==> src/rtl/usb_rx_byte_assembler.sv <==
// usb_rx_byte_assembler: LSB-first USB Rx byte assembler with SYNC strip and EOP framing; define USB_RX_SYNC_CHECK_EN to require SYNC==0x80
module usb_rx_byte_assembler #(
  parameter int MAX_BYTES = 64
) (
  input  logic                           clk,
  input  logic                           n_rst,
  input  logic                           d_orig,
  input  logic                           shift_enable,
  input  logic                           shift_stop,
  input  logic                           rx_start,
  input  logic                           eop,
  output logic [7:0]                     rx_data,
  output logic                           byte_ready,
  output logic                           rx_active,
  output logic                           rx_done,
  output logic                           rx_error,
  output logic [$clog2(MAX_BYTES+1)-1:0] byte_count
);
  localparam int CW = $clog2(MAX_BYTES+1);
  localparam logic [CW-1:0] MAXC = CW'(MAX_BYTES);
  typedef enum logic [2:0] {IDLE, SYNC, DATA, DONE, ERROR} state_t;
  state_t state;
  logic [7:0] sr;
  logic [2:0] bit_cnt;
  logic acc, last, sync_ok;
  logic [7:0] nb;
  assign acc = shift_enable & ~shift_stop;
  assign last = acc && bit_cnt == 3'd7;
  assign nb = {d_orig, sr[7:1]};
  assign rx_active = state == SYNC || state == DATA;
  assign rx_done = state == DONE;
`ifdef USB_RX_SYNC_CHECK_EN
  assign sync_ok = nb == 8'h80;
`else
  assign sync_ok = 1'b1;
`endif
  always_ff @(posedge clk or negedge n_rst) begin
    if (!n_rst) begin
      state <= IDLE;
      sr <= '0;
      bit_cnt <= '0;
      rx_data <= '0;
      byte_ready <= 1'b0;
      rx_error <= 1'b0;
      byte_count <= '0;
    end else begin
      byte_ready <= 1'b0;
      case (state)
        IDLE, ERROR: if (rx_start) begin
          state <= SYNC;
          sr <= '0;
          bit_cnt <= '0;
          byte_count <= '0;
          rx_error <= 1'b0;
        end
        SYNC: if (eop) begin
          state <= ERROR;
          rx_error <= 1'b1;
        end else if (acc) begin
          sr <= nb;
          bit_cnt <= bit_cnt + 3'd1;
          if (last) begin
            state <= sync_ok ? DATA : ERROR;
            rx_error <= ~sync_ok;
          end
        end
        DATA: if (eop) begin
          state <= bit_cnt == 3'd0 ? DONE : ERROR;
          rx_error <= rx_error | (bit_cnt != 3'd0);
        end else if (acc) begin
          sr <= nb;
          bit_cnt <= bit_cnt + 3'd1;
          if (last && byte_count < MAXC) begin
            rx_data <= nb;
            byte_ready <= 1'b1;
            byte_count <= byte_count + 1'b1;
          end else if (last) rx_error <= 1'b1;
        end
        default: state <= IDLE;
      endcase
    end
  end
endmodule

==> config.mk <==
export PLATFORM = sky130hd
export DESIGN_NAME = usb_rx_byte_assembler
export DESIGN_NICKNAME = d
export VERILOG_FILES = /design/src/rtl/usb_rx_byte_assembler.sv
export SDC_FILE = /design/constraint.sdc
export NUM_CORES = 1
export LEC_CHECK = 0
export ABC_AREA = 1
export ABC_CLOCK_PERIOD_IN_PS = 1600
export BUFFER_PORTS_ARGS = -buffer_cell sky130_fd_sc_hd__buf_2
export CAP_MARGIN = 15
export CORE_UTILIZATION = 50
export CTS_CLUSTER_DIAMETER = 80
export DETAILED_ROUTE_END_ITERATION = 16
export GPL_TIMING_DRIVEN = 0
export PLACE_DENSITY = 0.75
export SLEW_MARGIN = 10
export SYNTH_ARGS = -nofsm -noshare
export SYNTH_HDL_FRONTEND = slang
export SYNTH_SLANG_ARGS = --single-unit
==> constraint.sdc <==
create_clock -name clk -period 1.6 [get_ports clk]
set_input_delay 0.48 -clock clk [delete_from_list [all_inputs] [get_ports clk]]
set_output_delay 0.48 -clock clk [all_outputs]
set_load 0.005 [all_outputs]
==> flow_summary.ini, run 1 <==
[clock_tree]
cts_tree = yes
clkTransAtPathRegs_ps = 90
cts_sinks = 30
cts_root_buf = clkbuf_4
worst_skew_pair.late_latency_ps = 340
cts_buffers = 5
hold_buffers = 0
cts.path.max_buffers = 2
h-tree-depth = 2

[detailed_routing]
ant_nets = 0
vias_per_cell = 5.09
drc = 0
drt-pass1-iter-count = 4
totalWireLength_um = 3580
first_iter_violations = 55
vias = 1410
detail_route.wl_per_cell_um = 12.9

[timing]
slew_headroom = 0.556
fin_crit_ps = 1650
final-setup-viol-count = 2
hold_violations = 0
layout_setup_ws_ps = -49.5
fin_skew_ps = 10.8
fmax_ghz = 0.606
final_max_slew_viol_count = 0
worst_slew_pin_slew_ps = 665
fin_setup_tns_ps = -74.7
rsz0062_at_grt = true
post-route-period-util = 1.03

[setup_path]
cp-end-kind = output port
critPathKind = reg2out
critPathArrivalTime_ps = 1170
worst_setup_path_start_kind = register
rr_worst_depth = 9
rr_startpoint = state[1]$_DFFE_PN0P_
ff2ff_setup_slack_ps = 20
r2r_end = bit_cnt[1]$_DFFE_PN0P_
critPathRequiredTime_ps = 1120
worst-path-max-fanout = 4

[final_layout]
final_cell_area_mm2 = 0.00208
drive_gt1_frac = 0.395
fillerInstances = 261
n_antenna_cell = 0
layout.nets = 244
syn2layout_area_growth_pct = 28.6
post-route-util = 0.682

[global_routing]
grt.overflow.total = 0
grt_max_degree = 31
grt_pass1_wl_um = 5330
grt_usage = 0.212
antenna_found_initial = 0
grt_pass1_vias = 1199

[power_and_ir_drop]
ir_drop_mv = 0.847
power_density_mw_per_mm2 = 1710
power.leakage_nw = 1.09
finalPower_mw = 3.56

[place]
dpl_cell_area_mm2 = 0.00180
dp_hpwl_um = 2060
routabilityCongestion = 0.818
port_buffers = 25

[die]
die_w_um = 58.9
core_area_mm2 = 0.00305
start_util = 0.530
die-area_mm2 = 0.00347
die_h_um = 58.9
ioPinCount = 26
rows = 20

[synthesis]
synthCells = 190
synth_area_leaders = dfrtp_1 46%, nand2_1 16%, o21ai_2 9.2%
synth_area_leader_cell = dfrtp_1
synth.distinct_cells = 25
yosysSeqAreaShare = 0.464
ys_ff_latch = 30
synth_area_mm2 = 0.00162
yosysWarnings = 0
synth_top_area_frac = 0.464
syn_nets = 201
syn_avg_cell_area_um2 = 8.51

[run_status]
violations = setup timing
status = finished with violations

[min_path]
min_path_type = in2async

[job]
cap_violations = 0
[metal layers]
metal / track usage / up-vias / share of wire / wire length, um
met3: 0.0462 / 12 / 0.030 / 107
met2: 0.339 / 31 / 0.47 / 1690
met4: 0.112 / 0 / 0.025 / 91
met1: 0.268 / 674 / 0.47 / 1690
li1: - / 693 / - / -
met5: 0 / - / 0 / 0
[state kept, by name (all words and copies together) (netlist names)]
signal      cells
bit_cnt         3
byte_count      7
byte_ready      1
rx_data         8
rx_error        1
sr              7
state           3
[per-stage QoR]
step,instances,setup slack [ps],hold slack [ps]
4_1_cts,271,-48.8,176
3_3_place_gp,259,-43.6,458
6_report,277,-49.5,160
2_1_floorplan,190,123,184
5_1_grt,277,-106,204
3_5_place_dp,259,-32.6,460
[logic make-up (layout without fill, tap and decap cells)]
logic type               after synthesis  after routing  synth area share
AND/OR/NAND/NOR                      105            105             0.299
flip-flops                            30             30             0.464
buffers and inverters                 24             67            0.0727
AO/OA/AOI/OAI                         26             26             0.128
adder cells (fa/ha/maj)                4              4            0.0309
XOR/XNOR                               1              1           0.00541
[where the power goes]
part | switching [mW] | internal (mW)
combinational | 1.13 | 0.811
sequential | 0.116 | 0.873
clock | 0.261 | 0.363
[worst max-delay path by stage]
stage / from / end / slack [ps] / cells past startpoint
5_1_grt: state[2]$_DFFE_PN0P_ / rx_active / -110 / 4
2_1_floorplan: bit_cnt[0]$_DFFE_PN0P_ / byte_count[5]$_DFFE_PN0P_ / 120 / 10
4_1_cts: state[1]$_DFFE_PN0P_ / rx_active / -50 / 4
3_3_place_gp: state[0]$_DFFE_PN0P_ / rx_active / -40 / 5
6_report: state[1]$_DFFE_PN0P_ / rx_active / -50 / 4
3_5_place_dp: bit_cnt[0]$_DFFE_PN0P_ / byte_count[6]$_DFFE_PN0P_ / -30 / 10
[layout by cell type, fill, tap and decap left out, drive strengths merged]
cell type	instances
nand3	15
bufinv	1
buf	40
xor2	1
inv	18
ha	4
clkinv	1
a21oi	4
clkbuf	7
o21ai	21
nand2	79
nor3	2
or2	1
dfrtp	30
nor2	8
o21bai	1
[cell usage after synthesis]
cell type	count
buf_6	1
o21ai_2	17
nand2_4	3
xor2_1	1
a21oi_1	3
dfrtp_1	30
nor3_1	2
nand2_1	69
or2_2	1
a21oi_4	1
buf_2	1
ha_1	4
buf_4	3
inv_2	5
nand3_2	2
inv_1	12
o21ai_0	4
clkinv_1	1
nand3_1	12
nand3_4	1
nor2_2	1
o21bai_1	1
nand2_2	7
nor2_1	7
inv_8	1
[final cells by class]
type	instances	area, um2	share of cell area
sequential	30	751	0.361
multi-input combinational	136	832	0.400
clock inverter	1	30.0	0.0144
timing repair buffer	37	236	0.114
tap	44	55.1	0.0265
clock buffer	6	51.3	0.0247
inverter	19	78.8	0.0379
buffer	4	46.3	0.0222
[worst max-delay path, cell delays in order, from the launching register on]
cell,delay (ps)
dfrtp_1,420
inv_2,120
nand3_4,110
nand2_8,90
buf_6,90
[timing repair]
action / 4_1_cts / 5_1_grt
endpoints found under the setup margin: 12 / 11
resized for setup: 7 / 11
gates cloned: 0 / 2
setup buffers: 6 / 4
pin swaps: 3 / 7
(Power assumes the default switching activity.)
==> inputs of run 2 (changes only) <==
Settings changed: SETUP_SLACK_MARGIN set to 0.2.
==> run 2 against run 1 <==
The flow still finishes with violations (setup timing). Clock-buffer cell count is 1 lower. Non-clock buffer count is 9 higher. Worst hold slack worse by 7.7 ps. Utilization is 6.8 points higher. Critical path type unchanged. Clock skew is 1.3 ps higher. Clock power is 3% lower.
==> flow_summary.ini, run 2 (synthesis results as in run 1) <==
[detailed_routing]
met2WireLength_um = 2060
drc = 0
wl_met1_um = 1610
detail_route.wl_per_cell_um = 13.9
first_iter_violations = 64
drt-pass1-iter-count = 4
vias_per_cell = 5.10
highest-signal-layer = met4
ant_nets = 0
wl_met3_um = 190
totalWireLength_um = 4000
vias = 1464

[global_routing]
antenna_found_initial = 0
grt_max_degree = 31
grt_pass1_vias = 1365
grt_usage = 0.250
grt_pass1_wl_um = 6350
grt.overflow.total = 0

[final_layout]
syn2layout_area_growth_pct = 41.5
final_cell_area_mm2 = 0.00229
drive_gt1_frac = 0.519
largest_reg_flops = 8
regMostFlops = rx_data
post-route-util = 0.750
n_antenna_cell = 0
final_common_cell = nand2_1
layout.nets = 253
layout_common_cells = 53 x nand2_1, 28 x dfrtp_1, 24 x buf_2
reg_top3 = rx_data (8), byte_count (7), sr (7)

[setup_path]
worst_setup_path_start_kind = register
rr_startpoint = state[0]$_DFFE_PN0P_
worst-path-max-fanout = 2
cp.buffers_inverters = 3
crit_path_start = state[1]$_DFFE_PN0P_
critical_path.slowest_cell = dfrtp_1
critPathRequiredTime_ps = 1120
crit_path_max_incr_delay_ps = 420
path_cells = buf_6, nand3_4, nand2_4, buf_6, buf_6
cp-end-kind = output port
crit_family = flip-flops
critPathKind = reg2out
critPathArrivalTime_ps = 1250
critPathMostFrequentCell = buf_6

[clock_tree]
cts_root_buf = clkbuf_4
worst_skew_pair.late_latency_ps = 350
hold_buffers = 0
cts_tree = yes
cts_sinks = 30
cts.path.max_buffers = 2
clkTransAtPathRegs_ps = 100
cts_buffers = 5
h-tree-depth = 2

[die]
rows = 20
die-area_mm2 = 0.00347
die_h_um = 58.9
core_area_mm2 = 0.00305
start_util = 0.530
ioPinCount = 26
die_w_um = 58.9

[timing]
worst_slew_pin_slew_ps = 667
rsz0062_at_grt = true
post-route-period-util = 1.08
fin_skew_ps = 12.1
fin_crit_ps = 1730
hold_violations = 0
fmax_ghz = 0.578
layout_setup_ws_ps = -131
final-setup-viol-count = 2
slew_headroom = 0.555
final_max_slew_viol_count = 0

[place]
routabilityCongestion = 0.773
dpl_cell_area_mm2 = 0.00184
port_buffers = 25
dp_hpwl_um = 2160

[job]
cap_violations = 0

[min_path]
min_path_type = in2async

[run_status]
status = finished with violations
violations = setup timing

[power_and_ir_drop]
ir_drop_mv = 0.957
power_density_mw_per_mm2 = 1720
power.leakage_nw = 1.19
-- run 2: changes by cell type in the layout (fill, tap and decap cells not counted), moves of 3 or more --
cell / delta
buf_6: +8
nand2_1: -16
nand2_2: +10
nand2_4: +7
nand3_1: -3
o21ai_0: -3
-- run 2: worst paths after layout --
kind	endpoint	slack [ps]	cells past startpoint
setup / recovery	rx_active	-130	5
hold / removal	state[1]$_DFFE_PN0P_	150	1
setup reg to reg	bit_cnt[0]$_DFFE_PN0P_	50	9
hold reg to reg	rx_data[5]$_DFFE_PN0P_	480	2
max in group asynchronous	byte_count[2]$_DFFE_PN0P_	980	1
min in group clk	rx_data[7]$_DFFE_PN0P_	360	3
-- run 2: worst reg2reg max path, delay by kind of cell, from the launching register on --
family / cells / cell delay (ps)
AND/OR/NAND/NOR: 4 / 490
buffers and inverters: 4 / 480
flip-flops: 1 / 440
AO/OA/AOI/OAI: 1 / 60
-- run 2: repair_timing --
| action | 4_1_cts | 5_1_grt |
|---|---|---|
| cloned | 2 | 0 |
| gates resized for setup | 44 | 13 |
| setup buffers | 14 | 4 |
| pin swaps | 17 | 4 |
| endpoints found under the setup margin | 26 | 35 |
-- run 2: per-stage QoR --
| stage | worst slack [ps] | setup TNS, ps | hold WS, ps | instances | power (mW) |
|---|---|---|---|---|---|
| global route | -183 | -424 | 202 | 287 | 4.19 |
| CTS | -112 | -170 | 184 | 283 | 3.72 |
| global placement | -49.5 | -49.5 | 459 | 259 | 2.38 |
| detailed placement | -55.1 | -55.1 | 460 | 259 | 2.42 |
| finish | -131 | -217 | 152 | 287 | 3.95 |
| floorplan | 191 | 0 | 184 | 190 | 2.11 |
-- run 2: final cells by class --
class	instances	area (um2)
flip-flops and latches	30	753
clock inverters	3	40.0
plain buffers	5	63.8
repair buffers	45	324
inverters	19	83.8
fillers	217	764
multi-input cells	136	931
well taps	44	55.1
clock buffers	5	37.5
-- run 2: per-layer routing --
layer	vias to the layer above	GRT usage
met4	0	0.102
met2	43	0.409
met3	15	0.0484
met5	-	0
met1	693	0.324
li1	713	-
-- run 2: power by group --
group	leakage [nW]	switching [mW]	total, mW	internal, mW
registers	0.409	0.100	0.973	0.873
logic	0.735	1.33	2.36	1.03
clock network	0.0450	0.285	0.609	0.323
total	1.19	1.72	3.95	2.23
==> inputs of run 3 (changes only) <==
Settings changed: CORE_ASPECT_RATIO set to 0.8.
==> run 3 against run 2 <==
The flow still finishes with violations (setup timing). Sequential power hardly changed. Total power rose by 15%. Worst setup slack improved by 65 ps. Clock skew shrank 7.0 ps. Flip-flop and latch count is the same. Via count grew 2.4%. Utilization is 3.8 points higher. First-iteration DRC count is 22% higher. Design area increased by 6.2%. Clock power grew 7.7%. Critical path depth stayed put. Wire length up 7.2%. Critical path type unchanged. Largest power group unchanged.
==> flow_summary.ini, run 3 (synthesis results as in run 1) <==
[setup_path]
r2r_end = byte_count[5]$_DFFE_PN0P_
rr_worst_depth = 10
ff2ff_setup_slack_ps = -20
crit_path_start = state[2]$_DFFE_PN0P_
critPathKind = reg2out
crit_end = rx_active
cp.buffers_inverters = 3
critPathRequiredTime_ps = 1120
crit_path_max_incr_delay_ps = 410
critPathMostFrequentCell = buf_6
worst-path-max-fanout = 4
critical_path.slowest_cell = dfrtp_1
cp-end-kind = output port
rr_startpoint = bit_cnt[1]$_DFFE_PN0P_
crit_family = flip-flops
critPathArrivalTime_ps = 1190
worst_setup_path_start_kind = register
crit_cells = 5
path_cells = inv_2, nand3_4, nand2_4, buf_6, buf_6

[place]
routabilityCongestion = 0.790
port_buffers = 25
dp_hpwl_um = 2250
placedCellCount = 255
place_ws_ps = -37.0

[power_and_ir_drop]
power_density_mw_per_mm2 = 1860
ir_drop_mv = 1.25
power.leakage_nw = 1.27

[detailed_routing]
detail_route.wl_per_cell_um = 15.0
totalWireLength_um = 4280
first_iter_violations = 78
ant_nets = 0
drt-pass1-iter-count = 4
vias_per_cell = 5.24
drc = 0
vias = 1499

[timing]
final-setup-viol-count = 7
rsz0062_at_grt = true
slew_headroom = 0.549
fin_skew_ps = 5.08
worst_slew_pin_slew_ps = 676
hold_violations = 0
fmax_ghz = 0.600
layout_setup_ws_ps = -66.6
final_max_slew_viol_count = 0
fin_crit_ps = 1670
post-route-period-util = 1.04

[die]
start_util = 0.524
rows = 18
core_area_mm2 = 0.00309
die-area_mm2 = 0.00347
die_w_um = 65.6
die_h_um = 52.9
ioPinCount = 26

[clock_tree]
worst_skew_pair.late_latency_ps = 290
hold_buffers = 0
cts_buffers = 5
cts.path.max_buffers = 2
cts_root_buf = clkbuf_8
clkTransAtPathRegs_ps = 70
cts_sinks = 30
cts_tree = yes
h-tree-depth = 2

[global_routing]
grt_usage = 0.258
grt_pass1_vias = 1366
antenna_found_initial = 0
grt_pass1_wl_um = 6370
grt.overflow.total = 0
grt_max_degree = 31

[final_layout]
n_antenna_cell = 0
fillerInstances = 198
final-instance-count-excl-fill = 286
layout.nets = 256
syn2layout_area_growth_pct = 50.2
final_common_cell = nand2_1
reg_top3 = rx_data (8), byte_count (7), sr (7)
regMostFlops = rx_data
largest_reg_flops = 8
layout_common_cells = 43 x nand2_1, 26 x dfrtp_1, 24 x buf_2
post-route-util = 0.788
drive_gt1_frac = 0.573

[run_status]
violations = setup timing
status = finished with violations

[min_path]
min_path_type = in2async

[job]
cap_violations = 0
## run 3: cell types whose count changed in the layout (fill, tap and decap cells not counted), sizes merged
cell,previous run,this run
buf,50,53
bufinv,1,0
clkbuf,5,6
clkinv,3,2
clkinvlp,0,1
## run 3: per-stage QoR
stage / hold slack, ps / area, um2 / power (mW) / TNS, ps
finish: 220 / 2430 / 4.53 / -163
global route: 280 / 2430 / 4.76 / -624
CTS: 242 / 2230 / 3.88 / -46.6
detailed placement: 462 / 1840 / 2.41 / -37.0
global placement: 458 / 1840 / 2.39 / -47.5
floorplan: 184 / 1660 / 2.11 / 0
## run 3: per-layer routing
layer,vias to the layer above,global-route usage,routed length [um]
met5,-,0,0
met4,0,0.123,89
met3,9,0.0582,167
met2,38,0.423,2150
met1,731,0.324,1880
li1,721,-,-
## run 3: how the worst min path moves through the flow
stage	startpoint	endpoint	cells after the start
6_report	n_rst	rx_data[1]$_DFFE_PN0P_	1
4_1_cts	n_rst	rx_data[1]$_DFFE_PN0P_	1
3_3_place_gp	sr[1]$_DFFE_PN0P_	rx_data[0]$_DFFE_PN0P_	2
2_1_floorplan	n_rst	bit_cnt[0]$_DFFE_PN0P_	0
5_1_grt	n_rst	sr[2]$_DFFE_PN0P_	1
3_5_place_dp	rx_data[7]$_DFFE_PN0P_	rx_data[7]$_DFFE_PN0P_	2
## run 3: layout make-up
cell class	count	area (um2)	area share
Timing Repair Buffer	48	354	0.146
Clock inverter	2	12.5	0.00515
Sequential cell	30	756	0.311
Clock buffer	6	82.6	0.0340
Buffer	5	77.6	0.0319
Multi-Input combinational cell	136	1010	0.416
Inverter	19	86.3	0.0355
Tap cell	40	50.0	0.0206
## run 3: power breakdown
group / leakage [nW] / internal [mW] / total, mW / switching (mW)
logic: 0.816 / 1.33 / 2.87 / 1.53
clock network: 0.0472 / 0.345 / 0.656 / 0.311
registers: 0.406 / 0.876 / 1.00 / 0.129
## run 3: worst reg2reg max path, delay by kind of cell, from the launching register on
| family | cells | cell delay (ps) |
|---|---|---|
| compound gates | 1 | 40 |
| buf+inv | 1 | 160 |
| simple gates | 6 | 510 |
| flops | 1 | 420 |
| fa+ha+maj | 2 | 380 |
## run 3: repair_timing
| action | CTS | global route |
|---|---|---|
| buffers inserted | 12 | 8 |
| gates resized for setup | 48 | 39 |
| pin swaps | 10 | 8 |
| setup endpoints to repair | 19 | 35 |
| cloned | 2 | 1 |
